==> src/rtl/mem_pkg.sv <==
// Shared memory-system types for the D$ request path.
// Latency: n/a (types and constants only).
// Backpressure: n/a.
package mem_pkg;

    // Widths of the captured D$ request; arbiter ports must not exceed these.
    localparam int DC_ADDR_W = 64;
    localparam int DC_DATA_W = 64;

    // log2(bytes) encoding for a full 64-bit access.
    localparam logic [1:0] WLEN_DWORD = 2'd3;

    typedef enum logic [1:0] {
        IDLE    = 2'd0,
        BUSY    = 2'd1,
        RELEASE = 2'd2
    } arb_state_t;

    typedef struct packed {
        logic [DC_ADDR_W-1:0] addr;
        logic                 write;
        logic [DC_DATA_W-1:0] wdata;
        logic [1:0]           wlen;
        logic                 virt;
    } dc_req_t;

endpackage

==> src/rtl/arb_pick.sv <==
// Fixed-priority pick (lowest index wins) with a starvation override mask.
// Latency: combinational.
// Backpressure: none; the caller decides when the grant is taken.
//
// Ports:
//   req_valid  - per-requester request
//   starved    - requesters that have hit their starve limit (subset of req_valid)
//   grant      - one-hot winner, zero when nothing is requested
//   grant_idx  - binary index of the winner
module arb_pick #(
    parameter int N = 2
) (
    input  logic [N-1:0]         req_valid,
    input  logic [N-1:0]         starved,
    output logic [N-1:0]         grant,
    output logic [$clog2(N)-1:0] grant_idx
);

    localparam int IDX_W = $clog2(N);

    logic [N-1:0] cand;
    logic         found;

    always_comb begin
        grant     = '0;
        grant_idx = '0;
        found     = 1'b0;
        // A starved requester pre-empts normal priority; among several
        // starved requesters the lowest index still wins.
        cand      = (|starved) ? starved : req_valid;
        for (int i = 0; i < N; i++) begin
            if (cand[i] && !found) begin
                grant[i]  = 1'b1;
                grant_idx = IDX_W'(i);
                found     = 1'b1;
            end
        end
    end

endmodule

==> src/rtl/dcache_port_arbiter.sv <==
// Registered, starvation-bounded arbiter sharing the single D$ request port.
// Latency: request -> dc_en 1 cycle; D$ completion -> resp pulse 0 cycles; 2-cycle gap between grants.
// Backpressure: requesters hold req_valid until their response; losers wait, bounded by STARVE_LIMIT.
//
// Ports:
//   clk, reset (async, active-low)
//   req_*      - flattened per-requester request fields (port 0 = PTW, port 1 = LSU)
//   resp_*     - one-hot completions routed to the owner; resp_rdata shared
//   dc_*       - D$ request port (outputs) and completions (inputs)
//   busy/owner - arbiter status
module dcache_port_arbiter
    import mem_pkg::*;
#(
    parameter int NUM_REQ      = 2,
    parameter int STARVE_LIMIT = 8,
    parameter int ADDR_WIDTH   = 64,
    parameter int DATA_WIDTH   = 64
) (
    input  logic                          clk,
    input  logic                          reset,
    input  logic [NUM_REQ-1:0]            req_valid,
    input  logic [NUM_REQ*ADDR_WIDTH-1:0] req_addr,
    input  logic [NUM_REQ-1:0]            req_write,
    input  logic [NUM_REQ*DATA_WIDTH-1:0] req_wdata,
    input  logic [NUM_REQ*2-1:0]          req_wlen,
    input  logic [NUM_REQ-1:0]            req_virtual,
    output logic [NUM_REQ-1:0]            resp_rvalid,
    output logic [NUM_REQ-1:0]            resp_write_done,
    output logic [DATA_WIDTH-1:0]         resp_rdata,
    output logic                          dc_en,
    output logic [ADDR_WIDTH-1:0]         dc_addr,
    output logic                          dc_write_en,
    output logic [DATA_WIDTH-1:0]         dc_wdata,
    output logic [1:0]                    dc_wlen,
    output logic                          dc_virtual_en,
    input  logic                          dc_rvalid,
    input  logic [DATA_WIDTH-1:0]         dc_rdata,
    input  logic                          dc_write_done,
    output logic                          busy,
    output logic [$clog2(NUM_REQ)-1:0]    owner
);

    localparam int IDX_W = $clog2(NUM_REQ);
    localparam int CNT_W = $clog2(STARVE_LIMIT + 1);

    arb_state_t           state, state_nxt;
    dc_req_t              cap, cap_nxt;
    logic [CNT_W-1:0]     starve_cnt [NUM_REQ];
    logic [NUM_REQ-1:0]   starved;
    logic [NUM_REQ-1:0]   pick_grant;
    logic [IDX_W-1:0]     pick_idx;
    logic                 grant_now;
    logic                 dc_done;
    int                   sel;

    // ------------------------------------------------------------------
    // Winner selection
    // ------------------------------------------------------------------
    always_comb begin
        starved = '0;
        for (int i = 0; i < NUM_REQ; i++) begin
            starved[i] = req_valid[i] && (starve_cnt[i] == CNT_W'(STARVE_LIMIT));
        end
    end

    arb_pick #(
        .N (NUM_REQ)
    ) u_pick (
        .req_valid (req_valid),
        .starved   (starved),
        .grant     (pick_grant),
        .grant_idx (pick_idx)
    );

    assign grant_now = (state == IDLE) && (|req_valid);
    assign dc_done   = dc_rvalid || dc_write_done;

    // ------------------------------------------------------------------
    // FSM
    // ------------------------------------------------------------------
    always_ff @(posedge clk or negedge reset) begin
        if (!reset) begin
            state <= IDLE;
        end else begin
            state <= state_nxt;
        end
    end

    always_comb begin
        state_nxt = state;
        case (state)
            IDLE:    if (|req_valid) state_nxt = BUSY;
            BUSY:    if (dc_done)    state_nxt = RELEASE;
            // One cycle with dc_en low so D$ sees a fresh request edge.
            RELEASE: state_nxt = IDLE;
            default: state_nxt = IDLE;
        endcase
    end

    // ------------------------------------------------------------------
    // Request capture, owner and starvation counters (updated at grant only)
    // ------------------------------------------------------------------
    always_comb begin
        sel           = int'(pick_idx);
        cap_nxt       = '0;
        cap_nxt.addr  = DC_ADDR_W'(req_addr[sel*ADDR_WIDTH +: ADDR_WIDTH]);
        cap_nxt.write = req_write[sel];
        cap_nxt.wdata = DC_DATA_W'(req_wdata[sel*DATA_WIDTH +: DATA_WIDTH]);
        cap_nxt.wlen  = req_wlen[sel*2 +: 2];
        cap_nxt.virt  = req_virtual[sel];
    end

    always_ff @(posedge clk or negedge reset) begin
        if (!reset) begin
            cap   <= '0;
            owner <= '0;
            for (int i = 0; i < NUM_REQ; i++) begin
                starve_cnt[i] <= '0;
            end
        end else if (grant_now) begin
            cap   <= cap_nxt;
            owner <= pick_idx;
            for (int i = 0; i < NUM_REQ; i++) begin
                if (!req_valid[i] || pick_grant[i]) begin
                    starve_cnt[i] <= '0;
                end else if (starve_cnt[i] != CNT_W'(STARVE_LIMIT)) begin
                    starve_cnt[i] <= starve_cnt[i] + CNT_W'(1);
                end
            end
        end
    end

    // ------------------------------------------------------------------
    // D$ port: driven purely from captured state, so it is stable in BUSY
    // ------------------------------------------------------------------
    assign dc_en         = (state == BUSY);
    assign dc_addr       = cap.addr[ADDR_WIDTH-1:0];
    assign dc_write_en   = cap.write;
    assign dc_wdata      = cap.wdata[DATA_WIDTH-1:0];
    assign dc_wlen       = cap.wlen;
    assign dc_virtual_en = cap.virt;
    assign busy          = (state != IDLE);

    // ------------------------------------------------------------------
    // Response routing. Completions outside BUSY are dropped. If D$ flags
    // both completions at once, the captured write flag decides which one
    // the owner sees. The owner still gets its pulse after a flush.
    // ------------------------------------------------------------------
    always_comb begin
        resp_rvalid     = '0;
        resp_write_done = '0;
        resp_rdata      = '0;
        if (state == BUSY) begin
            resp_rdata = dc_rdata;
            if (dc_rvalid && dc_write_done) begin
                if (cap.write) resp_write_done[owner] = 1'b1;
                else           resp_rvalid[owner]     = 1'b1;
            end else if (dc_rvalid) begin
                resp_rvalid[owner] = 1'b1;
            end else if (dc_write_done) begin
                resp_write_done[owner] = 1'b1;
            end
        end
    end

    // ------------------------------------------------------------------
    // Invariants
    // ------------------------------------------------------------------
    a_resp_onehot : assert property (@(posedge clk) disable iff (!reset)
        $onehot0(resp_rvalid | resp_write_done));

    a_en_only_busy : assert property (@(posedge clk) disable iff (!reset)
        (state != BUSY) |-> !dc_en);

    a_owner_stable : assert property (@(posedge clk) disable iff (!reset)
        (state == BUSY) |=> ((state != BUSY) || $stable(owner)));

endmodule

==> config.mk <==
export PLATFORM = sky130hd
export DESIGN_NAME = dcache_port_arbiter
export DESIGN_NICKNAME = d
export VERILOG_FILES = /design/src/rtl/mem_pkg.sv /design/src/rtl/arb_pick.sv /design/src/rtl/dcache_port_arbiter.sv
export SDC_FILE = /design/constraint.sdc
export NUM_CORES = 1
export LEC_CHECK = 0
export ABC_CLOCK_PERIOD_IN_PS = 3700
export CAP_MARGIN = 40
export CORE_AREA = 5 5 203 205
export CTS_CLUSTER_SIZE = 25
export DETAILED_ROUTE_END_ITERATION = 6
export DIE_AREA = 0 0 208 210
export GPL_TIMING_DRIVEN = 0
export MAX_ROUTING_LAYER = met4
export SYNTH_ARGS = -nofsm -noshare
export SYNTH_HDL_FRONTEND = slang
export SYNTH_SLANG_ARGS = --single-unit
export TNS_END_PERCENT = 20
==> constraint.sdc <==
create_clock -name clk -period 3.7 [get_ports clk]
set_input_delay 0.555 -clock clk [delete_from_list [all_inputs] [get_ports clk]]
set_output_delay 0.555 -clock clk [all_outputs]
set_load 0.02 [all_outputs]
[Word level (Yosys, flattened, before mapping)]
Index checks and enable logic that the tools add are counted.
Storage, ports and cells
  output and inout bits: 203
  latch bits: 0
  input bits: 334
  bits in writable memories: 0
  logic and storage cells: 71
  register bits: 143
  memories kept: 0
  ROM bits: 0
Operators by class
  div/mod/pow operators: 0
  shift operators: 3
  multiply operators: 0
  reduce and logical (&&, ||, !) cells: 21
  equal/unequal tests: 7
  bitwise logic cells: 0
  order comparisons: 3
  mux-type cells: 26
  add/subtract/negate cells: 2
Operators by type and width (number)
  128-bit by 8-bit variable part select with 64-bit output: 2
  64-bit 2-to-1 mux: 1
  2-bit 2-to-1 mux: 12
  4-bit 2-to-1 mux: 4
  4-bit by 1-bit adder with 4-bit output, second input constant: 2
  4-bit == test, second input constant: 2
  4-bit != test, second input constant: 2
  1-bit 2-to-1 mux: 7
  1-bit logical AND: 6
  2-bit AND reduction: 3
  2-bit nonzero test: 3
  1-bit by 2-bit < comparator with 1-bit output, second input constant: 2
  2-bit by 1-bit != test with 1-bit output, second input constant: 2
  2-bit one-hot mux with 2 select lines: 1
  2-bit OR reduction: 2
  4-bit by 3-bit variable part select with 2-bit output: 1
  1-bit logical NOT: 3
  1-bit logical OR: 3
  2-bit by 1-bit == test with 1-bit output, second input constant: 1
  2-bit logical NOT: 1
  1-bit demux with 1-bit select: 1
  1-bit greater-or-equal comparator, second input constant: 1

[Depth between registers and ports, before layout]
  depth in word-level cells: 11
  mapped depth: 9
  depth with buffers taken out: 6

[Cells and area by module]
From an unflattened synthesis, not the netlist that was laid out.
Second synthesis, totals
  cell total of the unflattened synthesis: 735
  area, all modules: 7363.3 sq um
Modules (own cells, without submodules)
  dcache_port_arbiter: area an instance 7328.3 sq um, instances 1, cells an instance 730
  arb_pick: area an instance 35.0 sq um, instances 1, cells an instance 5

[Worst setup path before layout]
Ideal clock, no wire load.
  kind: flip-flop to output port
  start point: register state[1]
  end point: output resp_rvalid[1]
  stages on the path, launching flop included: 7
  arrival: 1.616 ns
  setup slack: 1.529 ns
  cells stage by stage: dfrtp_1 -> nand2b_1 -> inv_1 -> clkbuf_1 -> clkbuf_1 -> nand2_1 -> nor2_1
On the way
  longest elaborated chain between the ends: 2
RTL lines
  start, declared: RTL line dcache_port_arbiter.sv:46  | arb_state_t state, state_nxt;
  start signal, assigned: RTL line dcache_port_arbiter.sv:85  | state <= state_nxt;
  2-bit by 1-bit == test with 1-bit output
  named net dc_en: RTL line dcache_port_arbiter.sv:30  | output logic dc_en,
  2-bit 2-to-1 mux: RTL line dcache_port_arbiter.sv:153  | if (state == BUSY) begin
  end, declared: RTL line dcache_port_arbiter.sv:27  | output logic [NUM_REQ-1:0] resp_rvalid,
The timed path passes the listed nets, and every way through them passes these cells.

[Final worst setup path]
  start point: register state[1]
  end point: output resp_rvalid[1]
On the way
  longest elaborated chain between the ends: 2
RTL lines (RTL line)
  2-bit by 1-bit == test with 1-bit output: dcache_port_arbiter.sv:153
  2-bit 2-to-1 mux: dcache_port_arbiter.sv:153
Every way passes these cells.

==> flow_metrics.py <==
metrics = {
    "finish": {
        "diodes": 0,
        "fin_nets": 1762,
        "syn_to_final_growth_pct": 94.4,
        "fin_cells": 1962,
        "n_fill_cell": 4059,
        "drive_above_1_share": 0.0452,
    },
    "setup_path": {
        "crit_type": "reg -> out",
        "path_cells": "nand2b_1, inv_1, clkbuf_1, clkbuf_1, nand2_1, nor2_1, clkdlybuf4s50_1",
        "crit_top_cell": "clkbuf_1",
        "crit_slowest_cell": "clkdlybuf4s50_1",
        "worst_ep_arrival_time_ns": 2.76,
        "max_stage_delay_ns": 0.63,
        "start_kind": "register",
        "cp.required_ns": 3.14,
        "rr_worst_depth": 8,
        "setup.worst_path.end_class": "primary output",
        "worstPathMaxFanout": 10,
    },
    "place": {
        "port_buffers": 536,
        "dpl.cell_count": 1930,
        "dp_hpwl_microns": 28000,
        "place_congestion": 0.931,
    },
    "global_routing": {
        "grt_usage": 0.161,
        "grt_max_degree": 78,
        "grt-ovfl-total": 0,
        "antenna_found_initial": 1,
        "grt_pass1_wl_microns": 52900,
        "grt_pass1_vias": 8553,
    },
    "clocking": {
        "insertion_delay_ns": 0.44,
        "ctsHoldBuffers": 0,
        "cts.sinks": 143,
        "cts_setup_buffers": 0,
        "ctsResizeCount": 0,
        "clk_pin_slew_ns": 0.06,
        "numCtsBuffers": 17,
        "clk_path_buf_depth": 2,
        "tritoncts": "built",
        "clockRootBuffer": "clkbuf_16",
        "cts_htree_levels": 4,
    },
    "routing": {
        "ant_nets": 0,
        "dr.first_iter.drc_count": 392,
        "wl_met2_microns": 17300,
        "highest_layer": "met4",
        "wirelength_microns": 35700,
        "drc_errors": 0,
        "drt_pre_antenna_iters": 4,
        "wl_met1_microns": 15400,
        "route.met3.wl_microns": 2440,
        "drt-wirelength-per-cell_microns": 18.2,
        "avgViaCountPerCell": 4.20,
        "via_count": 8240,
    },
    "pwr": {
        "power_frac_clock": 0.171,
        "p_leak_nw": 5.63,
        "power.total_mw": 10.6,
        "peakVddDrop_v": 0.000353,
        "swShare": 0.425,
        "powerDensity_mw_per_mm2": 777,
        "intPower_mw": 6.13,
        "netSwitchingPower_mw": 4.52,
        "combPwrFrac": 0.567,
        "pwr-share-seq": 0.262,
    },
    "timing": {
        "fin_skew_ns": 0.0101,
        "worst_slew_pin_slew_ns": 0.632,
        "hold_ws_ns": 0.0696,
        "slew_headroom": 0.578,
        "min_period_over_period": 0.897,
        "max_freq_mhz": 301,
        "maxSlewViolCount": 0,
        "setup_violations": 0,
        "tns_ns": 0,
        "finalCriticalPeriod_ns": 3.32,
        "hold_viol_final": 0,
        "rsz0062_at_grt": "no",
    },
    "floorplanning": {
        "coreArea_sq_mm": 0.0393,
        "dieArea_sq_mm": 0.0437,
        "io_pins": 537,
        "row_count": 73,
        "initial_core_util": 0.179,
        "fp.dieH_microns": 210,
        "dieWidth_microns": 208,
    },
    "synth": {
        "synth.distinct_cells": 34,
        "synth_cells": 868,
        "synth_nets": 1206,
        "netlist_area_sq_mm": 0.00705,
        "seq_area_frac_synth": 0.508,
        "yosys_warnings": 0,
        "ys_ff_latch": 143,
        "synth_area_per_cell_sq_um": 8.12,
    },
    "min_path": {
        "hold_path.class": "in -> async",
    },
    "outcome": {
        "status": "finished clean",
    },
    "run": {
        "cap_viol_max_count": 0,
    },
}
[worst paths after layout]
path | startpoint | to | slack [ns]
setup reg to reg | starve_cnt[0] | dc_wdata[53] | 1.40
setup / recovery | state[1] | resp_rvalid[1] | 0.38
max in group asynchronous | reset | dc_addr[17] | 2.80
hold reg to reg | dc_addr[58] | dc_addr[58] | 0.52
hold / removal | reset | dc_wdata[27] | 0.07
min in group clk | dc_addr[58] | dc_addr[58] | 0.52
[routing by layer]
layer / GRT usage / vias up
li1: - / 3983
met1: 0.198 / 3911
met2: 0.261 / 317
met3: 0.0478 / 29
met4: 0.0392 / 0
met5: - / -
[worst max-delay path: cells and delay by family (launching register included)]
family                 cells  cell delay [ns]
buffers and inverters      4             1.53
AND/OR/NAND/NOR            3             0.42
flip-flops                 1             0.37
[area by class of cell]
class | count | area [sq um] | area share
plain buffers | 66 | 345 | 0.0252
clock buffers | 22 | 464 | 0.0339
clock inverters | 10 | 136 | 0.00995
inverters | 9 | 33.8 | 0.00247
multi-input cells | 650 | 3090 | 0.225
flip-flops and latches | 143 | 3580 | 0.261
well taps | 525 | 657 | 0.0479
repair buffers | 537 | 5400 | 0.394
[placed cells by master (no fill, tap or decap), types with 2 or more instances in the layout]
cell type / n
a21oi_1: 266
and2_1: 64
buf_1: 10
buf_2: 21
buf_6: 9
bufinv_16: 3
clkbuf_1: 28
clkbuf_16: 17
clkbuf_8: 2
clkdlybuf4s50_1: 535
clkinv_2: 3
clkinvlp_4: 3
dfrtp_1: 143
ha_1: 4
inv_1: 9
nand2_1: 144
nand2b_1: 4
nand3_1: 2
nor2_1: 137
nor3_1: 2
o21ai_0: 7
or2_1: 2
or3_1: 2
[synth_stat cells, drive strengths merged]
master / instances / share of area
inv: 9 / 0.0048
o2bb2ai: 1 / 0.0012
a32o: 1 / 0.0014
a211o: 1 / 0.0012
a22o: 1 / 0.0012
nand3: 2 / 0.0014
nand3b: 1 / 0.0011
buf: 41 / 0.036
o31ai: 1 / 0.0011
and2: 64 / 0.057
nand2: 144 / 0.077
clkbuf: 25 / 0.013
a2111oi: 1 / 0.0012
o221a: 1 / 0.0016
nor2: 137 / 0.073
or2: 2 / 0.0018
ha: 4 / 0.0071
and3b: 1 / 0.0012
o21ai: 8 / 0.0057
a21o: 1 / 0.0011
nor3: 2 / 0.0014
o221ai: 1 / 0.0021
mux2: 1 / 0.0016
o22ai: 1 / 0.00089
nand2b: 4 / 0.0036
a21oi: 267 / 0.19
dfrtp: 143 / 0.51
or3: 2 / 0.0018
nor2b: 1 / 0.00089
[cells by family after synthesis]
group / count (synthesis) / share of synthesized area
AOI/OAI and AO/OA: 285 / 0.210
adders and majority gates: 4 / 0.00710
buffers and inverters: 75 / 0.0538
DFF: 143 / 0.508
muxes: 1 / 0.00160
and+or+nand+nor: 360 / 0.220
[stage by stage]
| step | area, sq um | util | setup slack (ns) |
|---|---|---|---|
| after floorplan | 7050 | - | 1.53 |
| after global placement | 13100 | 0.333 | -4.44 |
| after detailed placement | 13100 | 0.334 | 0.812 |
| after CTS | 13700 | 0.349 | 0.332 |
| after global routing | 13700 | 0.349 | 0.155 |
| final | 13700 | 0.349 | 0.382 |
[power by group through the flow]
stage          Clock [mW]  Sequential (mW)  Combinational [mW]
5_1_grt              1.95             2.88                6.54
3_5_place_dp            0             2.81                6.10
3_3_place_gp            0             2.78                6.07
6_report             1.82             2.79                6.04
4_1_cts              1.89             2.79                6.13
2_1_floorplan           0             3.63                2.08
[sequential cells by signal, indices dropped and copies added (netlist names)]
name	flops
starve_cnt	8
dc_addr	64
dc_virtual_en	1
owner	1
state	2
dc_wlen	2
dc_wdata	64
dc_write_en	1
(Power assumes the default switching activity.)
